==> src/rtl/operand_sequencer.sv <==
// ============================================================================
// Module: operand_sequencer
//
// Purpose:
//   Upstream feeder for the polynomial datapath/control pair. A single start
//   request latches four operands (A, B, C, X). They are then replayed one at a
//   time on o_data_out, each followed by a go pulse that matches the
//   LOAD/LOAD_WAIT handshake of the downstream FSM. After the last operand the
//   block waits out the downstream compute time and pulses o_done. This lets a
//   bench or top level run a full evaluation without manual key presses.
//
// Timing (start-accept edge = cycle 0):
//   Each operand occupies SETUP_CYCLES + GO_CYCLES + GAP_CYCLES cycles.
//   The first SETUP cycle is cycle 1.
//   o_done is high in cycle 4*P + COMPUTE_CYCLES + 1.
//
// Ports:
//   clk         in   1      system clock, all state on rising edge
//   resetn      in   1      asynchronous, active-low reset
//   i_start     in   1      sequence request, sampled only in IDLE
//   i_op_a      in   WIDTH  operand A, latched when start is accepted
//   i_op_b      in   WIDTH  operand B, latched when start is accepted
//   i_op_c      in   WIDTH  operand C, latched when start is accepted
//   i_op_x      in   WIDTH  operand X, latched when start is accepted
//   o_data_out  out  WIDTH  operand presented downstream
//   o_go        out  1      go level downstream
//   o_busy      out  1      high in every state except IDLE
//   o_done      out  1      single-cycle pulse at sequence completion
// ============================================================================
module operand_sequencer #(
    parameter int WIDTH          = 8,
    parameter int SETUP_CYCLES   = 2,
    parameter int GO_CYCLES      = 4,
    parameter int GAP_CYCLES     = 2,
    parameter int COMPUTE_CYCLES = 6
) (
    input  logic             clk,
    input  logic             resetn,
    input  logic             i_start,
    input  logic [WIDTH-1:0] i_op_a,
    input  logic [WIDTH-1:0] i_op_b,
    input  logic [WIDTH-1:0] i_op_c,
    input  logic [WIDTH-1:0] i_op_x,
    output logic [WIDTH-1:0] o_data_out,
    output logic             o_go,
    output logic             o_busy,
    output logic             o_done
);

    // The shared down-counter only ever holds N-1, so it needs enough bits
    // for the largest phase length minus one.
    localparam int MAX_SG  = (SETUP_CYCLES > GO_CYCLES) ? SETUP_CYCLES : GO_CYCLES;
    localparam int MAX_LC  = (GAP_CYCLES > COMPUTE_CYCLES) ? GAP_CYCLES : COMPUTE_CYCLES;
    localparam int MAX_CYC = (MAX_SG > MAX_LC) ? MAX_SG : MAX_LC;
    localparam int CNT_W   = (MAX_CYC > 1) ? $clog2(MAX_CYC) : 1;

    localparam logic [CNT_W-1:0] SETUP_LOAD   = CNT_W'(SETUP_CYCLES - 1);
    localparam logic [CNT_W-1:0] GO_LOAD      = CNT_W'(GO_CYCLES - 1);
    localparam logic [CNT_W-1:0] GAP_LOAD     = CNT_W'(GAP_CYCLES - 1);
    localparam logic [CNT_W-1:0] COMPUTE_LOAD = CNT_W'(COMPUTE_CYCLES - 1);

    typedef enum logic [2:0] {
        S_IDLE,
        S_SETUP,
        S_GO_HI,
        S_GO_LO,
        S_COMPUTE,
        S_DONE
    } state_t;

    state_t             r_state;
    state_t             w_next_state;
    logic [1:0]         r_idx;
    logic [1:0]         w_next_idx;
    logic [CNT_W-1:0]   r_cnt;
    logic [CNT_W-1:0]   w_next_cnt;
    logic               w_latch;
    logic               w_cnt_zero;

    logic [WIDTH-1:0]   r_op_a;
    logic [WIDTH-1:0]   r_op_b;
    logic [WIDTH-1:0]   r_op_c;
    logic [WIDTH-1:0]   r_op_x;

    logic [WIDTH-1:0]   r_data_out;
    logic [WIDTH-1:0]   w_next_data;
    logic               r_go;
    logic               r_busy;
    logic               r_done;

    assign w_cnt_zero = (r_cnt == '0);

    // State register, operand index and shared phase counter.
    always_ff @(posedge clk or negedge resetn) begin
        if (!resetn) begin
            r_state <= S_IDLE;
            r_idx   <= 2'd0;
            r_cnt   <= '0;
        end else begin
            r_state <= w_next_state;
            r_idx   <= w_next_idx;
            r_cnt   <= w_next_cnt;
        end
    end

    // Next-state logic. Every timed state loads N-1 into the counter on entry
    // and leaves when the counter reads zero, so a phase of N lasts N cycles.
    always_comb begin
        w_next_state = r_state;
        w_next_idx   = r_idx;
        w_next_cnt   = r_cnt;
        w_latch      = 1'b0;

        unique case (r_state)
            S_IDLE: begin
                if (i_start) begin
                    w_latch      = 1'b1;
                    w_next_idx   = 2'd0;
                    w_next_cnt   = SETUP_LOAD;
                    w_next_state = S_SETUP;
                end
            end

            S_SETUP: begin
                if (w_cnt_zero) begin
                    w_next_cnt   = GO_LOAD;
                    w_next_state = S_GO_HI;
                end else begin
                    w_next_cnt = r_cnt - 1'b1;
                end
            end

            S_GO_HI: begin
                if (w_cnt_zero) begin
                    w_next_cnt   = GAP_LOAD;
                    w_next_state = S_GO_LO;
                end else begin
                    w_next_cnt = r_cnt - 1'b1;
                end
            end

            S_GO_LO: begin
                if (w_cnt_zero) begin
                    if (r_idx == 2'd3) begin
                        w_next_cnt   = COMPUTE_LOAD;
                        w_next_state = S_COMPUTE;
                    end else begin
                        w_next_idx   = r_idx + 2'd1;
                        w_next_cnt   = SETUP_LOAD;
                        w_next_state = S_SETUP;
                    end
                end else begin
                    w_next_cnt = r_cnt - 1'b1;
                end
            end

            S_COMPUTE: begin
                if (w_cnt_zero) begin
                    w_next_cnt   = '0;
                    w_next_state = S_DONE;
                end else begin
                    w_next_cnt = r_cnt - 1'b1;
                end
            end

            S_DONE: begin
                w_next_cnt   = '0;
                w_next_state = S_IDLE;
            end

            default: begin
                w_next_idx   = 2'd0;
                w_next_cnt   = '0;
                w_next_state = S_IDLE;
            end
        endcase
    end

    // Operand latches are written only on start acceptance, so operand
    // changes while busy cannot reach the replay.
    always_ff @(posedge clk or negedge resetn) begin
        if (!resetn) begin
            r_op_a <= '0;
            r_op_b <= '0;
            r_op_c <= '0;
            r_op_x <= '0;
        end else if (w_latch) begin
            r_op_a <= i_op_a;
            r_op_b <= i_op_b;
            r_op_c <= i_op_c;
            r_op_x <= i_op_x;
        end
    end

    // data_out only changes on entry to SETUP. On acceptance the latches are
    // not yet loaded, so operand A is taken straight from the input; later
    // operands come from the latches. Otherwise the last value is held.
    always_comb begin
        w_next_data = r_data_out;
        if (w_latch) begin
            w_next_data = i_op_a;
        end else if ((r_state == S_GO_LO) && (w_next_state == S_SETUP)) begin
            unique case (w_next_idx)
                2'd0:    w_next_data = r_op_a;
                2'd1:    w_next_data = r_op_b;
                2'd2:    w_next_data = r_op_c;
                default: w_next_data = r_op_x;
            endcase
        end
    end

    // Outputs are registered from the next state so they line up with the
    // state they describe without any input-to-output combinational path.
    always_ff @(posedge clk or negedge resetn) begin
        if (!resetn) begin
            r_data_out <= '0;
            r_go       <= 1'b0;
            r_busy     <= 1'b0;
            r_done     <= 1'b0;
        end else begin
            r_data_out <= w_next_data;
            r_go       <= (w_next_state == S_GO_HI);
            r_busy     <= (w_next_state != S_IDLE);
            r_done     <= (w_next_state == S_DONE);
        end
    end

    assign o_data_out = r_data_out;
    assign o_go       = r_go;
    assign o_busy     = r_busy;
    assign o_done     = r_done;

endmodule

==> config.mk <==
export PLATFORM = sky130hd
export DESIGN_NAME = operand_sequencer
export DESIGN_NICKNAME = d
export VERILOG_FILES = /design/src/rtl/operand_sequencer.sv
export SDC_FILE = /design/constraint.sdc
export NUM_CORES = 1
export LEC_CHECK = 0
export ABC_AREA = 0
export CORE_ASPECT_RATIO = 2
export CORE_MARGIN = 1
export CORE_UTILIZATION = 44
export CTS_CLUSTER_DIAMETER = 50
export DETAILED_ROUTE_END_ITERATION = 10
export PLACE_DENSITY = 0.84
export REMOVE_ABC_BUFFERS = 1
export SYNTH_ARGS = -nofsm -noshare
export SYNTH_HDL_FRONTEND = slang
export SYNTH_SLANG_ARGS = --single-unit
==> constraint.sdc <==
create_clock -name clk -period 1.91 [get_ports clk]
set_clock_uncertainty 0.1 [all_clocks]
set_input_delay 0.2865 -clock clk [delete_from_list [all_inputs] [get_ports clk]]
set_output_delay 0.2865 -clock clk [all_outputs]
set_load 0.005 [all_outputs]
==> metrics.md <==
| Metric | Value |
|---|---|
| Post-synth EDFFs | `0` |
| Largest net degree at the start of global routing | `28` |
| Hold depth | `2` |
| Dpl hpwl | `3590 um` |
| Crit path DAT | `2.05 ns` |
| Max-slew violation count | `0` |
| Reg area | `1080 sq um` |
| Initial Util | `46.4%` |
| # setup viols final | `8` |
| Synth Register Bits | `43` |
| DIE AREA | `4960 sq um` |
| Asr flop ratio synth | `100%` |
| Via density | `5.35` |
| Post-route cell area | `2830 sq um` |
| Fin crit period | `1.98 ns` |
| Crit start category | `flop` |
| Pwr Total | `4.23 mW` |
| Register area share after synthesis | `52.4%` |
| 1st-iter DRT viols | `49` |
| Crit Path Max Fanout | `8` |
| Number of core rows | `34` |
| CTS clk-pin slew, worst paths | `0.08 ns` |
| Rel. slew slack | `60.3%` |
| First-pass GRT wire length | `8550 um` |
| Die extent in x | `50.3 um` |
| Routed WL | `4950 um` |
| Layout cell share with drive strength beyond 1 | `16.1%` |
| Fillers | `368` |
| DRC Markers | `0` |
| Critical path class | `reg2reg` |
| Cells after synthesis | `235` |
| Least-Margin Pin Slew | `0.595 ns` |
| Root Driver | `clkbuf_8` |
| Initial antenna violation count | `0` |
| Warnings, synthesis | `0` |
| Routed Antenna Nets | `0` |
| Hold Vio Cnt, Final | `0` |
| Final worst-path setup slack | `-0.0690 ns` |
| Routability cong. | `0.906` |
| Syn Area/Cell | `8.74 sq um` |
| Cell with the most instances after synthesis | `nand2_1` |
| R2r worst-path depth | `5` |
| Nature of the critical path endpoint | `flop` |
| Count of different cell masters after synthesis | `34` |
| Area leader, netlist | `dfrtp_1` |
| Average wire per standard cell | `14.1 um` |
| Top FF cell, synth | `dfrtp_1` |
| Pleak | `1.29 nW` |
| Setup TNS | `-0.418 ns` |
| F_max | `505 MHz` |
| Worst setup slack after placement | `-0.343 ns` |
| Num Clock Sinks | `43` |
| First-pass DRT Iterations | `4` |
| Die Ht | `98.6 um` |
| RSZ-0062 raised after global routing | `yes` |
| Max-cap violations | `0` |
| Status | `complete, but fails checks` |
| Diodes inserted | `0` |
| I/O pins | `46` |
| Vias in the first global route | `1897` |
| Worst hold path class | `reg2reg` |
| P&R area growth vs syn | `37.5%` |
| CTS tree | `done` |
| Failing checks | `negative setup slack` |
| Clock latency on the worst-skew pair | `0.29 ns` |
| Clock Tree Buf Depth | `2` |
| Ranking of synthesized cells by area | `dfrtp_1 52%, nand2_1 18%, buf_6 3.8%` |
| Yosys top cell area share | `52.4%` |
| VDD IR-drop max | `1040 uV` |
| I/O Buffers | `45` |
| CORE AREA | `4420 sq um` |
| PwrDens | `1500 nW/um^2` |
| Final nets | `332` |
| H-tree Lvls | `2` |
| Synthesized cell area | `2050 sq um` |
| Via Count | `1883` |
| GRT Util Overall | `22.5%` |
| Critical Path RT | `1.98 ns` |
| Synth cell count leaders | `98 x nand2_1, 43 x dfrtp_1, 11 x nor2_1` |
| Final period utilization | `104%` |
| Total CTS buffers | `5` |
| Gr ovfl total | `0` |
| Multi-input gate area | `917 sq um` |
| Post-DP Area | `2640 sq um` |
[per-layer routing]
layer,part of all wire [%],up-vias,track usage (%)
met5,0,-,0
met4,3.1,0,10.0
met3,2.9,14,3.40
met2,57,49,40.3
met1,37,907,25.5
li1,-,913,-
[placed cells by master, fill, tap and decap left out, drive strengths merged, types with 4 or more instances in the layout]
cell type,Yosys,final
clkdlybuf4s50,0,44
nor3,5,5
buf,7,24
inv,4,4
o22ai,4,4
nor2,12,12
a21oi,10,10
dfrtp,43,43
clkbuf,7,6
o221ai,7,7
o21ai,7,7
nand4,7,7
nand2,98,98
[state kept, by name, indices dropped and copies added, names as in the netlist]
register    count
o_busy          1
r_op_x          8
r_cnt           3
r_op_c          8
o_go            1
r_state         3
r_op_b          8
o_done          1
r_idx           2
o_data_out      8
[area by class of cell]
| class | instances | share of cell area [%] |
|---|---|---|
| flip-flops and latches | 43 | 38.1 |
| multi-input cells | 174 | 32.5 |
| repair buffers | 69 | 22.4 |
| clock buffers | 6 | 2.92 |
| well taps | 54 | 2.39 |
| clock inverters | 2 | 1.24 |
| inverters | 4 | 0.531 |
[power breakdown]
group / switching (mW) / total [mW] / internal, mW
clock: 0.297 / 0.720 / 0.423
combinational: 1.03 / 1.93 / 0.901
sequential: 0.251 / 1.58 / 1.33
[logic make-up after synthesis]
group / count (synthesis) / synth area share, %
simple gates: 135 / 28.6
mux: 2 / 1.04
compound gates: 35 / 11.2
flops: 43 / 52.4
fa+ha+maj: 1 / 0.487
xor+xnor: 1 / 0.426
buf+inv: 18 / 5.85
[repair_timing]
item	CTS	global route
pin swaps	1	1
hold buffers	1	0
endpoints found under the hold margin	25	0
endpoints found under the setup margin	8	9
resized for setup	3	6
gates cloned	0	0
buffers inserted	0	1
[metrics by stage]
stage | instances | hold slack [ns] | util (%)
after floorplan | 221 | -0.109 | -
after global placement | 342 | 0.215 | 59.6
after detailed placement | 342 | 0.219 | 59.6
after CTS | 351 | 0.380 | 62.8
after global routing | 352 | 0.401 | 63.9
final | 352 | 0.379 | 63.9
[final timing paths]
path | slack, ns | startpoint | to
setup / recovery | -0.07 | r_cnt[0] | o_data_out[4]
hold / removal | 0.38 | r_op_b[6] | r_op_b[6]
setup reg to reg | -0.07 | r_cnt[0] | o_data_out[4]
hold reg to reg | 0.38 | r_op_b[6] | r_op_b[6]
max in group asynchronous | 0.71 | resetn | r_op_x[0]
min in group asynchronous | 0.42 | resetn | r_op_c[6]
[critical path, cell delays in order (launching register included)]
cell and delay (ns):
dfrtp_1 0.39, or3_4 0.40, or4_4 0.45, and2_4 0.23
o221ai_2 0.17, nand4_1 0.12
Power figures use the tool's default switching activity.
